## config.mk

```make
export PLATFORM = sky130hd
export DESIGN_NAME = deskew_ctrl_v2
export DESIGN_NICKNAME = d
export VERILOG_FILES = /design/src/rtl/deskew_ctrl_v2.sv
export SDC_FILE = /design/constraint.sdc
export NUM_CORES = 1
export LEC_CHECK = 0
export BUFFER_PORTS_ARGS = -buffer_cell sky130_fd_sc_hd__buf_4
export CELL_PAD_IN_SITES_DETAIL_PLACEMENT = 0
export CELL_PAD_IN_SITES_GLOBAL_PLACEMENT = 1
export CORE_AREA = 10 10 192 230
export DETAILED_ROUTE_END_ITERATION = 7
export DIE_AREA = 0 0 202 240
export GPL_TIMING_DRIVEN = 0
export PLACE_DENSITY_LB_ADDON = 0.12
export SLEW_MARGIN = 20
export SYNTH_ARGS = -nofsm -noshare
export SYNTH_HDL_FRONTEND = slang
export SYNTH_SLANG_ARGS = --single-unit
```

## constraint.sdc

```tcl
create_clock -name i_clock -period 3.82 [get_ports i_clock]
set_input_delay 0 -clock i_clock [delete_from_list [all_inputs] [get_ports i_clock]]
set_output_delay 0 -clock i_clock [all_outputs]
set_load 0.01 [all_outputs]
```

## src/rtl/deskew_ctrl_v2.sv

```systemverilog
// Lane deskew controller: measures per-lane alignment-marker arrival offsets, loads FIFO
// delays, then monitors marker rounds and drops lock. Optional macro: DESKEW_SKEW_CHECK_EN.
module deskew_ctrl_v2 #(
  parameter int N_LANES      = 20,
  parameter int MAX_SKEW     = 16,
  parameter int NB_COUNT     = $clog2(MAX_SKEW + 1),
  parameter int N_BAD_ROUNDS = 3,
  parameter int NB_BAD       = $clog2(N_BAD_ROUNDS + 1)
) (
  input  logic                        i_clock,
  input  logic                        i_reset_n,
  input  logic                        i_enable,
  input  logic                        i_resync,
  input  logic [N_LANES-1:0]          i_start_of_lane,
  output logic [N_LANES*NB_COUNT-1:0] o_fifo_delay,
  output logic                        o_set_fifo_delay,
  output logic                        o_deskew_done,
  output logic                        o_invalid_skew,
  output logic                        o_deskew_lost,
  output logic [N_LANES-1:0]          o_lane_seen
);

  typedef enum logic [1:0] {ST_INIT, ST_COUNT, ST_LOCKED, ST_MONITOR} state_t;

  localparam logic [NB_COUNT-1:0] CNT_SAT   = NB_COUNT'(MAX_SKEW + 1);
  localparam logic [NB_COUNT-1:0] SKEW_LIM  = NB_COUNT'(MAX_SKEW);
  localparam logic [NB_BAD-1:0]   BAD_LIM   = NB_BAD'(N_BAD_ROUNDS);
  localparam logic [N_LANES-1:0]  ALL_LANES = {N_LANES{1'b1}};

  state_t                      state_q, state_d;
  logic [NB_COUNT-1:0]         cnt_q, cnt_d;
  logic [N_LANES-1:0]          seen_q, seen_d;
  logic [NB_COUNT-1:0]         off_q [N_LANES];
  logic [NB_COUNT-1:0]         off_d [N_LANES];
  logic [NB_BAD-1:0]           bad_q, bad_d;
  logic [N_LANES*NB_COUNT-1:0] delay_q, delay_d;
  logic                        set_q, set_d, inv_q, inv_d, lost_q, lost_d;
`ifdef DESKEW_SKEW_CHECK_EN
  logic                        drift_q, drift_d;
`endif

  logic [N_LANES-1:0]  new_lanes, mon_seen;
  logic [NB_COUNT-1:0] mon_cnt;
  logic                all_seen, mon_all, drift_now, round_good, round_bad;

  function automatic logic [NB_COUNT-1:0] sat_inc(input logic [NB_COUNT-1:0] v);
    return (v >= CNT_SAT) ? CNT_SAT : v + NB_COUNT'(1);
  endfunction

  function automatic logic [NB_COUNT-1:0] lane_delay(input logic [NB_COUNT-1:0] max_off,
                                                     input logic [NB_COUNT-1:0] off);
    return max_off - off;
  endfunction

  always_comb begin
    state_d = state_q;
    cnt_d   = cnt_q;
    seen_d  = seen_q;
    off_d   = off_q;
    bad_d   = bad_q;
    delay_d = delay_q;
    set_d   = 1'b0;
    inv_d   = 1'b0;
    lost_d  = 1'b0;

    new_lanes = i_start_of_lane & ~seen_q;
    all_seen  = ((seen_q | i_start_of_lane) == ALL_LANES);
    // A round opened from LOCKED is evaluated as if already in MONITOR at count 0
    mon_seen  = (state_q == ST_MONITOR) ? seen_q : '0;
    mon_cnt   = (state_q == ST_MONITOR) ? cnt_q : '0;
    mon_all   = ((mon_seen | i_start_of_lane) == ALL_LANES);
`ifdef DESKEW_SKEW_CHECK_EN
    drift_d   = drift_q;
    drift_now = (state_q == ST_MONITOR) && drift_q;
    for (int k = 0; k < N_LANES; k++) begin
      if (i_start_of_lane[k] && !mon_seen[k] && (mon_cnt != off_q[k])) drift_now = 1'b1;
    end
`else
    drift_now = 1'b0;
`endif
    round_good = mon_all && (mon_cnt <= SKEW_LIM) && !drift_now;
    round_bad  = !round_good && (mon_all || (mon_cnt > SKEW_LIM));

    if (i_enable) begin
      unique case (state_q)
        ST_INIT: begin
          if (|i_start_of_lane) begin
            for (int k = 0; k < N_LANES; k++) off_d[k] = '0;
            if (i_start_of_lane == ALL_LANES) begin
              state_d = ST_LOCKED;
              delay_d = '0;
              set_d   = 1'b1;
            end else begin
              state_d = ST_COUNT;
              seen_d  = i_start_of_lane;
              cnt_d   = NB_COUNT'(1);
            end
          end
        end
        ST_COUNT: begin
          for (int k = 0; k < N_LANES; k++) begin
            if (new_lanes[k]) off_d[k] = cnt_q;
          end
          seen_d = seen_q | i_start_of_lane;
          cnt_d  = sat_inc(cnt_q);
          if (all_seen) begin
            for (int k = 0; k < N_LANES; k++) begin
              delay_d[k*NB_COUNT +: NB_COUNT] = lane_delay(cnt_q, off_d[k]);
            end
            set_d   = 1'b1;
            state_d = ST_LOCKED;
            seen_d  = '0;
            cnt_d   = '0;
          end else if (cnt_q > SKEW_LIM) begin
            inv_d   = 1'b1;
            state_d = ST_INIT;
            seen_d  = '0;
            cnt_d   = '0;
          end
        end
        ST_LOCKED, ST_MONITOR: begin
          if ((state_q == ST_MONITOR) || (|i_start_of_lane)) begin
            state_d = ST_MONITOR;
            seen_d  = mon_seen | i_start_of_lane;
            cnt_d   = sat_inc(mon_cnt);
`ifdef DESKEW_SKEW_CHECK_EN
            drift_d = drift_now;
`endif
            if (round_good || round_bad) begin
              state_d = ST_LOCKED;
              seen_d  = '0;
              cnt_d   = '0;
`ifdef DESKEW_SKEW_CHECK_EN
              drift_d = 1'b0;
`endif
              if (round_good) begin
                bad_d = '0;
              end else if ((bad_q + NB_BAD'(1)) == BAD_LIM) begin
                bad_d   = '0;
                lost_d  = 1'b1;
                state_d = ST_INIT;
              end else begin
                bad_d = bad_q + NB_BAD'(1);
              end
            end
          end
        end
        default: state_d = ST_INIT;
      endcase
    end
  end

  // Control state: cleared by reset and by resync alike
  always_ff @(posedge i_clock) begin
    if (!i_reset_n || i_resync) begin
      state_q <= ST_INIT;
      cnt_q   <= '0;
      seen_q  <= '0;
      bad_q   <= '0;
      set_q   <= 1'b0;
      inv_q   <= 1'b0;
      lost_q  <= 1'b0;
      for (int k = 0; k < N_LANES; k++) off_q[k] <= '0;
`ifdef DESKEW_SKEW_CHECK_EN
      drift_q <= 1'b0;
`endif
    end else begin
      state_q <= state_d;
      cnt_q   <= cnt_d;
      seen_q  <= seen_d;
      bad_q   <= bad_d;
      set_q   <= set_d;
      inv_q   <= inv_d;
      lost_q  <= lost_d;
      off_q   <= off_d;
`ifdef DESKEW_SKEW_CHECK_EN
      drift_q <= drift_d;
`endif
    end
  end

  // FIFO delays survive a resync so the FIFOs keep their last alignment
  always_ff @(posedge i_clock) begin
    if (!i_reset_n) begin
      delay_q <= '0;
    end else if (!i_resync) begin
      delay_q <= delay_d;
    end
  end

  assign o_fifo_delay     = delay_q;
  assign o_set_fifo_delay = set_q;
  assign o_deskew_done    = (state_q == ST_LOCKED) || (state_q == ST_MONITOR);
  assign o_invalid_skew   = inv_q;
  assign o_deskew_lost    = lost_q;
  assign o_lane_seen      = seen_q;

endmodule

```

==> flow_results.org, run 1 <==
** Timing
- On the final layout, the worst clock skew is 13.8 ps.
- Count of final setup violators :: 0
- Counting I/O delays and the setup requirement, the final critical path takes 3570 ps.
- Headroom to the max-slew limit came out at 0.347.
- Hold timing on the final database bottoms out at a slack of roughly 29 ps.
- Setup repair after global routing missed its margin :: false
- For this run, the top clock speed supported by timing is 0.280 GHz.
- Final Hold Vio Count :: 0
- Dividing the final minimum period by the clock period gives 0.935.
- The max-slew violation count was 0.
- Slew @ Worst Pin :: 979 ps

** Yosys
- Synthesis inferred between 200 and 250 register bits.
- Counting every net in the synthesized netlist gives 1,737.
- After synthesis, the mean cell area works out to 8.53 um^2.
- Cell area after technology mapping :: 13,700 um^2
- Top-area cell type share of the netlist area :: 0.339
- Sorting the synthesized cells by area gives the leading types as sky130_fd_sc_hd__dfxtp_1, sky130_fd_sc_hd__mux2i_1, sky130_fd_sc_hd__ha_1, sky130_fd_sc_hd__nand2_1, sky130_fd_sc_hd__nor2_1.
- Primary FF master, synth :: sky130_fd_sc_hd__dfxtp_1
- Yosys printed 0 warnings.
- Distinct cell type count of the synthesized netlist :: between 50 and 60
- After technology mapping, the gate count stands at between 1,500 and 2,000.
- Top cells by count, synth :: sky130_fd_sc_hd__dfxtp_1, sky130_fd_sc_hd__nand2_1, sky130_fd_sc_hd__nor2_1, sky130_fd_sc_hd__mux2i_1, sky130_fd_sc_hd__a21oi_1
- The most common cell in the synthesized netlist is sky130_fd_sc_hd__dfxtp_1.
- Share of synthesized registers carrying an async set or reset :: 0
- Sequential element share of the synthesized area :: 0.339
- Yosys top cell by area :: sky130_fd_sc_hd__dfxtp_1
- In this run, synthesis inferred 0 flip-flops with an integrated enable.

** Global routing
- Maximum number of pins on one net before global-route repair :: 29
- Grt total ovfl :: 0
- Wire length of the first global-routing pass :: between 70,000 and 80,000 um
- Number of global-route vias before repair :: 12,100
- Total routing usage reported by global routing :: 0.185
- The initial antenna violation count is 0.

** Floorplan
- Area of the core :: 39,500 um^2
- Measured along the x axis, the die boundary spans 202 um.
- Cell row count :: 80
- For this configuration, the core starts out at a cell density of 0.347.
- From bottom edge to top edge, the die measures around 240 um.
- During I/O placement, the number of pins put on the boundary was 148.
- The floorplan step defined a die boundary enclosing 48,500 um^2.

** Placed design
- Buffers placed on the I/O ports in this run total 147.
- Summed over all nets, the half-perimeter wirelength after detailed placement is 33,200 um.
- Routability-driven placement finished with a final weighted congestion of 0.861.

** Clock network
- CTS tree :: built
- Number of CTS-inserted buffers :: 27
- CTS saw 232 sinks.
- After clock tree synthesis, the setup repair step added 0 buffers.
- Clock latency on the worst-skew pair, taken at its later pin, is 550 ps.
- Clock transition time at the flip-flop clock pins of the worst setup and hold paths :: 60 ps
- The root buffer cell chosen for the clock tree is sky130_fd_sc_hd__clkbuf_16.
- Clock buffer depth :: 3
- H-tree Lvls :: 1

** Final layout
- The net count of the finished layout is between 1,500 and 2,000.
- Once layout is complete, the utilization of the core stands at 0.420.
- The number of antenna diodes in the final layout is 0.
- In the final layout, the share of cells above drive strength 1 is 0.136.
- Relative to the synthesized area, the layout overhead comes to 21.2%.
- Filler instances :: 4,066

** Drt
- Number of DRC markers after the initial detailed-route iteration :: just over 600
- Post-route met1 wirelength :: 21,600 um
- Number of iterations in the first detailed-routing pass :: 5
- Met2 Routed Length :: 20,900 um
- Remaining antenna violation count after routing :: 0
- Highest metal layer with signal wires :: met4
- Detailed-routed wire length on met3 :: 2240 um
- Via count :: 12,000
- Wires add up to 45,700 um.
- After detailed routing, the number of vias per cell comes to about 5.1.
- In the final routed layout, each cell accounts on average for 19.4 um.
- For this run, design rule violations remaining after detail routing come to 0.

** Setup path
- The slowest stage of the critical path is the sky130_fd_sc_hd__clkbuf_1 cell.
- Top fanout value on the critical path :: 17
- The signal on the critical path passes through buf_12 > clkbuf_1 > clkbuf_1 > mux2i_1 > ha_1 > a21o_1 > a21oi_1 > xor2_1 > nand2_1 > mux2i_1.
- In this design, the stage delay of the slowest critical-path cell is 780 ps.
- WP depth :: 10
- For the worst setup path, the data arrival time is 4040 ps.
- Register-to-Register Path Depth :: 10
- The worst setup path is of the register to register kind.
- The worst setup path is captured at a register.
- Crit path max-delay family :: buffers and inverters
- STA classifies the critical path startpoint as a register.
- Required time reported for the critical path endpoint :: 4290 ps
- Together, buffers and inverters on the worst path number 3.

** Power and ir drop
- Summed over all cells, the static leakage comes to 6.26 nW.
- For this design the ratio of total power to cell area is 330 nW/um^2.
- VDD sags by at most around 0.32 mV.

** Hold path
- Min-Delay Path Depth :: 4
- The min-delay analysis places its worst path in the category primary input to register.

** Run status
- The run finished with clean final reports.

** Job
- Number of max-cap violations :: 0
-- report_power, final --
part | total [mW] | switching, mW | internal, mW
clock | 2.48 | 1.06 | 1.42
sequential | 2.45 | 0.0204 | 2.43
combinational | 0.542 | 0.339 | 0.202
-- timing repair --
action | in CTS | in global routing
hold endpoints to repair | 24 | 0
setup endpoints to repair | 9 | 2
hold buffers | 22 | 0
gates resized for setup | 1 | 2
-- registers in the layout, indices dropped and copies added (netlist names) --
| register | flops |
|---|---|
| state_q | 2 |
| o_lane_seen | 20 |
| off_q | 100 |
| o_deskew_lost | 1 |
| bad_q | 2 |
| o_fifo_delay | 100 |
| o_invalid_skew | 1 |
| cnt_q | 5 |
| o_set_fifo_delay | 1 |
-- path summary, 6_finish.rpt --
path	startpoint	to	slack, ps
worst min register to register	o_fifo_delay[17]	o_fifo_delay[17]	460
worst max register to register	cnt_q[2]	o_fifo_delay[89]	250
worst max-delay path	cnt_q[2]	o_fifo_delay[89]	250
worst min-delay path	i_reset_n	bad_q[1]	30
-- final cells by class --
type / instances / area, um^2 / share of cell area
multi-input combinational: 1188 / 8270 / 0.498
sequential: 232 / 4650 / 0.280
timing repair buffer: 173 / 1410 / 0.0850
clock buffer: 38 / 747 / 0.0450
tap: 533 / 667 / 0.0402
buffer: 121 / 538 / 0.0324
inverter: 65 / 246 / 0.0148
clock inverter: 9 / 72.6 / 0.00437
-- cells by family (layout without fill, tap and decap cells) --
kind of cell / after synthesis / after routing / synth area share
xor+xnor: 80 / 80 / 0.0511
flops: 232 / 232 / 0.339
buf+inv: 187 / 406 / 0.0572
simple gates: 509 / 509 / 0.167
mux: 180 / 180 / 0.133
compound gates: 313 / 313 / 0.145
fa+ha+maj: 106 / 106 / 0.108
-- per-stage QoR --
step	cell area [um^2]	TNS [ps]	worst slack, ps	cells	total power [mW]
2_1_floorplan	13700	0	319	1607	2.82
3_3_place_gp	15500	-101390	-1980	2287	3.02
3_5_place_dp	15600	-1060	-102	2291	3.03
4_1_cts	16600	0	236	2359	5.55
5_1_grt	16600	0	12.2	2359	5.68
6_report	16600	0	247	2359	5.48
-- worst register-to-register path, stage by stage, from the launching register on --
cell,delay (ps)
sky130_fd_sc_hd__dfxtp_2,500
sky130_fd_sc_hd__buf_12,230
sky130_fd_sc_hd__clkbuf_1,550
sky130_fd_sc_hd__clkbuf_1,780
sky130_fd_sc_hd__mux2i_1,290
sky130_fd_sc_hd__ha_1,400
sky130_fd_sc_hd__a21o_1,190
sky130_fd_sc_hd__a21oi_1,160
sky130_fd_sc_hd__xor2_1,160
sky130_fd_sc_hd__nand2_1,80
sky130_fd_sc_hd__mux2i_1,160
-- metal layers --
| layer | up-vias | GRT usage |
|---|---|---|
| met1 | 5778 | 0.247 |
| li1 | 5923 | - |
| met5 | - | 0 |
| met3 | 53 | 0.0303 |
| met2 | 260 | 0.302 |
| met4 | 0 | 0.0509 |
-- cell usage in the layout, fill, tap and decap left out, types with 59 or more instances in the layout --
cell / count
sky130_fd_sc_hd__nand2_1: 193
sky130_fd_sc_hd__inv_1: 63
sky130_fd_sc_hd__dfxtp_1: 229
sky130_fd_sc_hd__clkbuf_1: 101
sky130_fd_sc_hd__a21oi_1: 112
sky130_fd_sc_hd__ha_1: 86
sky130_fd_sc_hd__nor2_1: 179
sky130_fd_sc_hd__xnor2_1: 59
sky130_fd_sc_hd__buf_4: 157
sky130_fd_sc_hd__mux2i_1: 160
Note: power is estimated with default switching activity, not from simulation.
==> run 2, diff against run 1 <==
--- a/config.mk
+++ b/config.mk
@@ -11,7 +11,6 @@
 export CORE_AREA = 10 10 192 230
 export DETAILED_ROUTE_END_ITERATION = 7
 export DIE_AREA = 0 0 202 240
-export GPL_TIMING_DRIVEN = 0
 export PLACE_DENSITY_LB_ADDON = 0.12
 export SLEW_MARGIN = 20
 export SYNTH_ARGS = -nofsm -noshare
==> run 2 against run 1 <==
  * Via count fell by 3.3%
  * Cell count fell by 3.2%
  * Utilization fell by 0.10 points
  * Critical path depth did not move
  * First-iteration DRC count rose by 3.8%
  * Largest cell class unchanged
  * Clock power rose by 12%
  * Worst hold slack improved by 360 ps
  * Non-clock buffer count fell by 80
==> flow_results.org, run 2 (same netlist as run 1, synthesis figures left out) <==
** Setup path
- Data arrival, critical path :: 3550 ps
- Required time reported for the critical path endpoint :: 4300 ps
- STA classifies the critical path startpoint as a register.
- The number of buffers and inverters on the critical path is 1.
- Slowest stage cell, crit path :: sky130_fd_sc_hd__o31a_2
- Along the worst path, the maximum fanout reaches 38.
- Crit path max-delay family :: compound AO/OA/AOI/OAI gates
- Largest stage delay on the critical path :: 710 ps
- The critical path goes through inv_1 > nor2_1 > nand2_1 > ha_1 > or3b_4 > a31o_1 > a32oi_1 > o31a_2 > a221oi_1 > a211oi_1.
- Class of the most critical setup path :: register to register
- STA classifies the critical path endpoint as a register.

** Clock network
- The number of setup buffers added after CTS is 0.
- Post-CTS repair changed the size of 0 cells.
- No sink is reached through more buffers than the 3 on the longest clock path.
- Number of CTS-inserted buffers :: 29
- TritonCTS built the clock tree.
- Clock-pin slew was measured on the worst setup and hold paths at 60 ps.
- The clock reaches the later pin of the worst-skew pair after 570 ps.
- In this run the clock root is driven by a sky130_fd_sc_hd__clkbuf_16.
- CTS built an H-tree with a depth of 1.
- Clk sink count :: 232

** Timing
- For the pin with the worst max-slew slack, the measured transition is slightly above 1000 ps.
- Static timing analysis puts the maximum clock frequency at 0.326 GHz.
- The routed design could run at a clock period as short as 3070 ps.
- Final Hold Vio Count :: 0
- Count of final setup violators :: 0
- Setup total negative slack on the finished layout was measured at 0 ps.
- Dividing the final minimum period by the clock period gives 0.803.
- Setup repair after global routing missed its margin :: false
- Headroom to the max-slew limit came out at 0.309.
- Worst clock skew :: 15.5 ps
- Final-report max-slew violation count :: 0

** Drt
- In the routed layout, each cell is associated on average with a via count of 5.09.
- Via count :: 11,600
- Number of iterations in the first detailed-routing pass :: 4
- In the final routed layout, each cell accounts on average for 17.9 um.
- Number of DRC markers after the initial detailed-route iteration :: 634
- The routed design has 40,800 um of wire.
- After detailed routing, the number of remaining DRC violations is 0.
- In this run the remaining antenna-violating nets after routing total 0.

** Final layout
- Share of the core filled with cells in the final layout :: 0.419
- Antenna diode instance count :: 0
- Fraction of final layout cells with drive strength greater than 1 :: 0.160
- Most frequent cells in the layout :: sky130_fd_sc_hd__dfxtp_1, sky130_fd_sc_hd__nand2_1, sky130_fd_sc_hd__buf_4
- At the end of the flow, the number of nets in the layout was around 1,900.
- Non-filler cells, final :: 2,284
- Area of all placed cells without fillers :: 16,600 um^2
- The library cell used most frequently in the layout, excluding fill and tap cells, is sky130_fd_sc_hd__dfxtp_1.
- Sequential cell area :: 4650 um^2
- Layout overhead on the synthesized area :: 20.9%
- Filler instances :: 3,983
- Area of the multi-input gates :: 8310 um^2

** Placed design
- Dpl cell area :: 15,300 um^2
- The number of placed instances, taps included, is 2,208.
- Count of input and output buffers :: 147
- At the end of routability-driven placement, the weighted congestion stood at 0.821.
- Detailed placement ended at an HPWL of approximately 26,000 um.

** Floorplan
- In this run the core area contains 80 standard-cell rows.
- For this configuration, the core starts out at a cell density of 0.347.
- Die outline height :: 240 um
- The die covers just under 50,000 um^2.
- During I/O placement, the number of pins put on the boundary was 148.
- From left edge to right edge, the die measures 202 um.
- The core region is 39,500 um^2.

** Global routing
- In the global route stage, overall resource usage came out at 0.165.
- The initial antenna violation count came to 0.
- Maximum number of pins on one net before global-route repair :: a little over 100
- Wire length of the first global-routing pass :: 65,600 um
- The via count of the first global-routing pass came to around 12,000.
- Grt total ovfl :: 0

** Hold path
- Class of the tightest hold or removal check :: primary input to register

** Run status
- The flow ran to the end, and the final reports show no timing, DRC or antenna violations.

** Power and ir drop
- Leak Pwr :: between 6 and 7 nW
- Worst vdd ir :: 0.304 mV
- PwrDens :: between 300 and 400 nW/um^2
- Power comes to between 5 and 6 mW.

** Job
- Number of max-cap violations :: 0
## run 2: cell types whose count changed in the layout (fill, tap and decap cells not counted), moves of 2 or more
| cell | previous run | this run |
|---|---|---|
| sky130_fd_sc_hd__clkinvlp_4 | 1 | 5 |
| sky130_fd_sc_hd__clkbuf_2 | 2 | 0 |
| sky130_fd_sc_hd__nand2_1 | 193 | 191 |
| sky130_fd_sc_hd__clkbuf_16 | 27 | 29 |
| sky130_fd_sc_hd__clkbuf_8 | 3 | 6 |
| sky130_fd_sc_hd__buf_4 | 157 | 186 |
| sky130_fd_sc_hd__nor2_2 | 0 | 2 |
| sky130_fd_sc_hd__buf_6 | 4 | 1 |
| sky130_fd_sc_hd__nor2_1 | 179 | 177 |
| sky130_fd_sc_hd__buf_2 | 11 | 0 |
| sky130_fd_sc_hd__clkbuf_1 | 101 | 2 |
## run 2: path summary, 6_finish.rpt
| check | start | endpoint | slack (ps) | cells after the start |
|---|---|---|---|---|
| min | i_start_of_lane[15] | o_lane_seen[15] | 390 | 4 |
| max reg2reg | state_q[0] | o_lane_seen[8] | 750 | 10 |
| min reg2reg | o_fifo_delay[78] | o_fifo_delay[78] | 450 | 2 |
| max | state_q[0] | o_lane_seen[8] | 750 | 10 |
## run 2: metal layers
layer	vias to the layer above	global-route usage	part of all wire
li1	5770	-	-
met1	5580	0.217	0.47
met2	228	0.275	0.47
met3	40	0.0306	0.050
met4	0	0.0397	0.015
met5	-	0	0
## run 2: tightest hold or removal path: stages
cell and delay (ps):
sky130_fd_sc_hd__dlygate4sd3_1 530, sky130_fd_sc_hd__buf_4 160, sky130_fd_sc_hd__o21ai_1 130, sky130_fd_sc_hd__a211oi_1 80
## run 2: stage by stage
| step | setup WS, ps | hold WS (ps) |
|---|---|---|
| 5_1_grt | 482 | 382 |
| 2_1_floorplan | 319 | 210 |
| 3_5_place_dp | 820 | 400 |
| 3_3_place_gp | 929 | 386 |
| 4_1_cts | 805 | 354 |
| 6_report | 752 | 387 |
## run 2: what timing repair did
item,CTS,global route
hold endpoints to repair,61,0
hold buffers,23,0
endpoints found under the setup margin,0,0
## run 2: cell type report
type / count / area share
Inverter: 65 / 0.0147
Tap cell: 533 / 0.0403
Sequential cell: 232 / 0.281
Clock inverter: 15 / 0.00891
Clock buffer: 37 / 0.0493
Multi-Input combinational cell: 1188 / 0.502
Timing Repair Buffer: 214 / 0.104
## run 2: report_power, final
group	internal (mW)	total [mW]	leakage (nW)	switching, mW
clock network	1.64	2.78	0.466	1.14
logic	0.206	0.520	3.94	0.314
registers	2.43	2.45	1.87	0.0220
total	4.28	5.76	6.28	1.48
==> run 3, diff against run 2 <==
--- a/config.mk
+++ b/config.mk
@@ -5,12 +5,13 @@
 export SDC_FILE = /design/constraint.sdc
 export NUM_CORES = 1
 export LEC_CHECK = 0
+export ABC_AREA = 1
 export BUFFER_PORTS_ARGS = -buffer_cell sky130_fd_sc_hd__buf_4
 export CELL_PAD_IN_SITES_DETAIL_PLACEMENT = 0
 export CELL_PAD_IN_SITES_GLOBAL_PLACEMENT = 1
-export CORE_AREA = 10 10 192 230
+export CORE_AREA = 10 10 200 240
 export DETAILED_ROUTE_END_ITERATION = 7
-export DIE_AREA = 0 0 202 240
+export DIE_AREA = 0 0 210 250
 export PLACE_DENSITY_LB_ADDON = 0.12
 export SLEW_MARGIN = 20
 export SYNTH_ARGS = -nofsm -noshare
==> constraint.sdc (replaced) <==
create_clock -name i_clock -period 3 [get_ports i_clock]
set_input_delay 0 -clock i_clock [delete_from_list [all_inputs] [get_ports i_clock]]
set_output_delay 0 -clock i_clock [all_outputs]
set_load 0.01 [all_outputs]
==> run 3 against run 2 <==
  * Worst hold slack lost 360 ps
  * Clock-buffer cell count up 8
  * Utilization is 0.52 points lower
  * Flip-flop and latch count unchanged
  * Cell area increased by 8.2%
  * Critical path type unchanged
  * Critical endpoint is now o_deskew_lost
==> flow_results.org, run 3 <==
** Timing
- Count of final setup violators :: 0
- Slew @ Worst Pin :: slightly above 800 ps
- Hold slack final :: 28.3 ps
- Final-report max-slew violation count :: 0
- Based on the critical path, the design can be clocked at up to ~0.37 GHz.
- Period utilisation layout :: 0.895
- The worst path needs between 2000 and 3000 ps of the cycle, external delays included.
- The total count of hold-check failures in the final report came to 0.
- Setup repair after global routing left no endpoint under its margin.
- Worst slew margin :: 0.448
- For the final routed database, the setup TNS stands at 0 ps.
- Between clock sinks in the finished design, the worst skew comes to 23.8 ps.

** Setup path
- Crit path max-delay family :: buffers and inverters
- Slowest stage cell, crit path :: sky130_fd_sc_hd__dlygate4sd3_1
- Required time reported for the critical path endpoint :: 3520 ps
- In this run the critical register-to-register path is captured at o_deskew_lost.
- Largest stage delay on the critical path :: 560 ps
- The number of cells on the worst reg-to-reg path is 10.
- The critical path goes through nand2_2 > inv_1 > nand2_1 > ha_1 > a21oi_1 > inv_1 > nand2_1 > nand2_1 > nor3_1 > dlygate4sd3_1.
- The worst register-to-register path begins at state_q[0].
- Worst setup SP type :: register
- For the worst setup path, the data arrival time is 3210 ps.
- The worst setup path is of the register to register kind.
- Top fanout value on the critical path :: 23
- In this run the register-to-register setup slack is 310 ps.
- Number of buffers and inverters on the critical path :: 3
- Endpoint kind of the worst setup timing path :: register
- By instance count, the cell type seen most on the critical path is sky130_fd_sc_hd__nand2_1.

** Yosys
- In the synthesized netlist, the number of instances is 2,306.
- Distinct cell type count of the synthesized netlist :: 39
- By area the synthesized netlist is led by sky130_fd_sc_hd__dfxtp_1, sky130_fd_sc_hd__nand2_1, sky130_fd_sc_hd__nor2_1, sky130_fd_sc_hd__ha_1, sky130_fd_sc_hd__o21ai_0.
- Synthesized netlist net count :: roughly 2,400
- Cell area after technology mapping :: 15,000 um^2
- Flop and latch count out of synthesis :: 232
- Top-area cell type share of the netlist area :: 0.310
- Yosys warning total :: 0
- The largest total area in the synthesized netlist belongs to sky130_fd_sc_hd__dfxtp_1.
- Most repeated cell in the gate-level netlist after synthesis :: sky130_fd_sc_hd__nand2_1
- EDFF count, synth :: 0
- Share of synthesized registers carrying an async set or reset :: 0
- Sorting the synthesized cells by how often they occur yields sky130_fd_sc_hd__nand2_1, sky130_fd_sc_hd__nor2_1, sky130_fd_sc_hd__dfxtp_1, sky130_fd_sc_hd__inv_1, sky130_fd_sc_hd__o21ai_0.
- The most used flip-flop cell after synthesis is sky130_fd_sc_hd__dfxtp_1.
- Of the synthesized area, sequential elements account for 0.310.
- Avg Synthesized Cell Area :: 6.49 um^2

** Drt
- The detail route stage leaves a number of antenna-violating nets equal to 0.
- In the routed design, unresolved DRC markers number 0.
- The highest layer touched by signal routing is met4.
- In the detailed route, the total length drawn on met2 is 22,400 um.
- In the detailed route, the total length drawn on met3 is 2510 um.
- After detailed routing, the average wire length per cell comes to 16.1 um.
- The first routing iteration left 918 violations.
- Detailed routing inserted a total of 14,600 vias.
- After detailed routing, the number of vias per cell comes to 4.83.
- For this block, wires on met1 add up to 22,800 um.
- After detailed routing, the total wire length is 48,500 um.
- Number of iterations in the first detailed-routing pass :: 5

** Hold path
- Class of the tightest hold or removal check :: primary input to register
- Startpoint of the tightest hold check path :: i_reset_n
- The worst hold path was traced through 4 stages.
- The worst hold path terminates at o_set_fifo_delay.

** Floorplan
- Cell row count :: between 80 and 90
- Die outline height :: ~250 um
- I/O pins :: 148
- Die footprint :: 52,500 um^2
- From left edge to right edge, the die measures 210 um.
- For this configuration, the core starts out at a cell density of 0.346.
- The floorplan step defined a core boundary enclosing approximately 43,000 um^2.

** Clock network
- Post_cts resized :: 0
- Clock tree synthesis inserted a total of 29 buffers.
- The cell sitting at the root of the clock tree is a sky130_fd_sc_hd__clkbuf_16.
- Post-CTS timing repair inserted 0 buffers for setup.
- The clock passes through at most 3 buffers.
- The clock drives 232 sinks.
- H-tree Lvls :: 1
- Latest clock arrival within the worst-skew pair :: 580 ps
- Clock-pin slew was measured on the worst setup and hold paths at 60 ps.
- CTS tree :: built
- Post-CTS Hold Fix Bufs :: 24

** Power and ir drop
- PwrDens :: 439 nW/um^2
- VDD sags by at most 0.369 mV.
- The analysis attributes to cell leakage a power of ~8 nW.
- Final total power :: 7.87 mW

** Final layout
- In the final layout, the share of cells above drive strength 1 is 0.132.
- Layout overhead on the synthesized area :: 19.7%
- Summing all multi-input logic gate instances after layout gives 8930 um^2.
- Filler instances :: 4,675
- The sequential cells in the finished layout cover a total of ~4600 um^2.
- Leading cell type in the layout, fill and taps excluded :: sky130_fd_sc_hd__nand2_1
- Antenna diode instance count :: 0
- In the final design database the tool counted roughly 2,600 nets.
- Most frequent cells in the layout :: sky130_fd_sc_hd__nand2_1, sky130_fd_sc_hd__nor2_1, sky130_fd_sc_hd__dfxtp_1

** Global routing
- Antenna violations before repair :: 1
- For this run, the total global-route usage over all layers was measured as 0.180.
- Global routing finished with a remaining overflow of 0.
- Number of global-route vias before repair :: approximately 14,000
- The first global-routing pass estimated 78,100 um of wire.
- Maximum number of pins on one net before global-route repair :: 101

** Job
- The tool flagged a number of max-cap violations equal to 0.

** Run status
- The flow ran to the end, and the final reports show no timing, DRC or antenna violations.

** Placed design
- Detailed-placement wirelength estimate :: 32,700 um
- During placement, the flow inserted port buffers numbering 147.
- At the end of routability-driven placement, the weighted congestion stood at 0.828.
-- run 3: cell count changes in the layout (fill, tap and decap cells not counted), moves of 22 or more --
cell                      previous run  this run
sky130_fd_sc_hd__xnor2_1            59        19
sky130_fd_sc_hd__nor2_1            177       356
sky130_fd_sc_hd__o21ai_0            42       169
sky130_fd_sc_hd__nor2b_1            22         0
sky130_fd_sc_hd__inv_1              64       212
sky130_fd_sc_hd__a21o_1             40         2
sky130_fd_sc_hd__mux2i_1           160         0
sky130_fd_sc_hd__or2_2               2        62
sky130_fd_sc_hd__nand3_1            26       130
sky130_fd_sc_hd__nand2_1           191       583
sky130_fd_sc_hd__a22oi_1            42         0
sky130_fd_sc_hd__nand4_1             6        34
sky130_fd_sc_hd__a21oi_1           112       159
-- run 3: power breakdown --
part	switching, mW	total [mW]	leakage, nW	internal, mW
logic	0.696	1.13	5.67	0.431
registers	0.0335	3.16	1.88	3.13
clock network	1.44	3.58	0.473	2.14
total	2.17	7.87	8.01	5.70
-- run 3: how the worst max path moves through the flow --
stage / endpoint / start / depth (start not counted)
floorplan: o_fifo_delay[38] / cnt_q[1] / 12
global placement: o_fifo_delay[78] / o_lane_seen[15] / 12
detailed placement: o_fifo_delay[78] / o_lane_seen[15] / 12
CTS: o_deskew_lost / state_q[0] / 10
global route: o_deskew_lost / state_q[0] / 10
finish: o_deskew_lost / state_q[0] / 10
-- run 3: logic make-up after synthesis --
kind of cell	share of synthesized area
AO/OA/AOI/OAI	0.134
XOR/XNOR	0.0135
adder cells (fa/ha/maj)	0.0986
buffers and inverters	0.0955
flip-flops	0.310
AND/OR/NAND/NOR	0.348
-- run 3: worst register-to-register path, cell delays in order (launching register included) --
cell and delay, ps:
sky130_fd_sc_hd__dfxtp_1 380, sky130_fd_sc_hd__nand2_2 330, sky130_fd_sc_hd__inv_1 250, sky130_fd_sc_hd__nand2_1 150, sky130_fd_sc_hd__ha_1 210, sky130_fd_sc_hd__a21oi_1 200, sky130_fd_sc_hd__inv_1 120, sky130_fd_sc_hd__nand2_1 140
sky130_fd_sc_hd__nand2_1 100, sky130_fd_sc_hd__nor3_1 190, sky130_fd_sc_hd__dlygate4sd3_1 560
-- run 3: final cells by class --
cell class | count | share of cell area
Inverter | 219 | 0.0460
Timing Repair Buffer | 220 | 0.103
Sequential cell | 232 | 0.259
Clock buffer | 45 | 0.0483
Tap cell | 559 | 0.0390
Multi-Input combinational cell | 1735 | 0.498
Clock inverter | 7 | 0.00517
-- run 3: metrics by stage --
stage,instances,setup WS (ps),util,cell area [um^2]
after CTS,3017,350,0.414,17900
after floorplan,2306,136,-,15000
after global routing,3017,56.3,0.414,17900
final,3017,314,0.414,17900
after detailed placement,2941,413,0.386,16700
after global placement,2941,433,0.386,16700
-- run 3: per-layer routing --
metal,up-vias,track usage
met1,6635,0.238
met2,237,0.297
li1,7649,-
met5,-,0
met4,0,0.0416
met3,47,0.0327
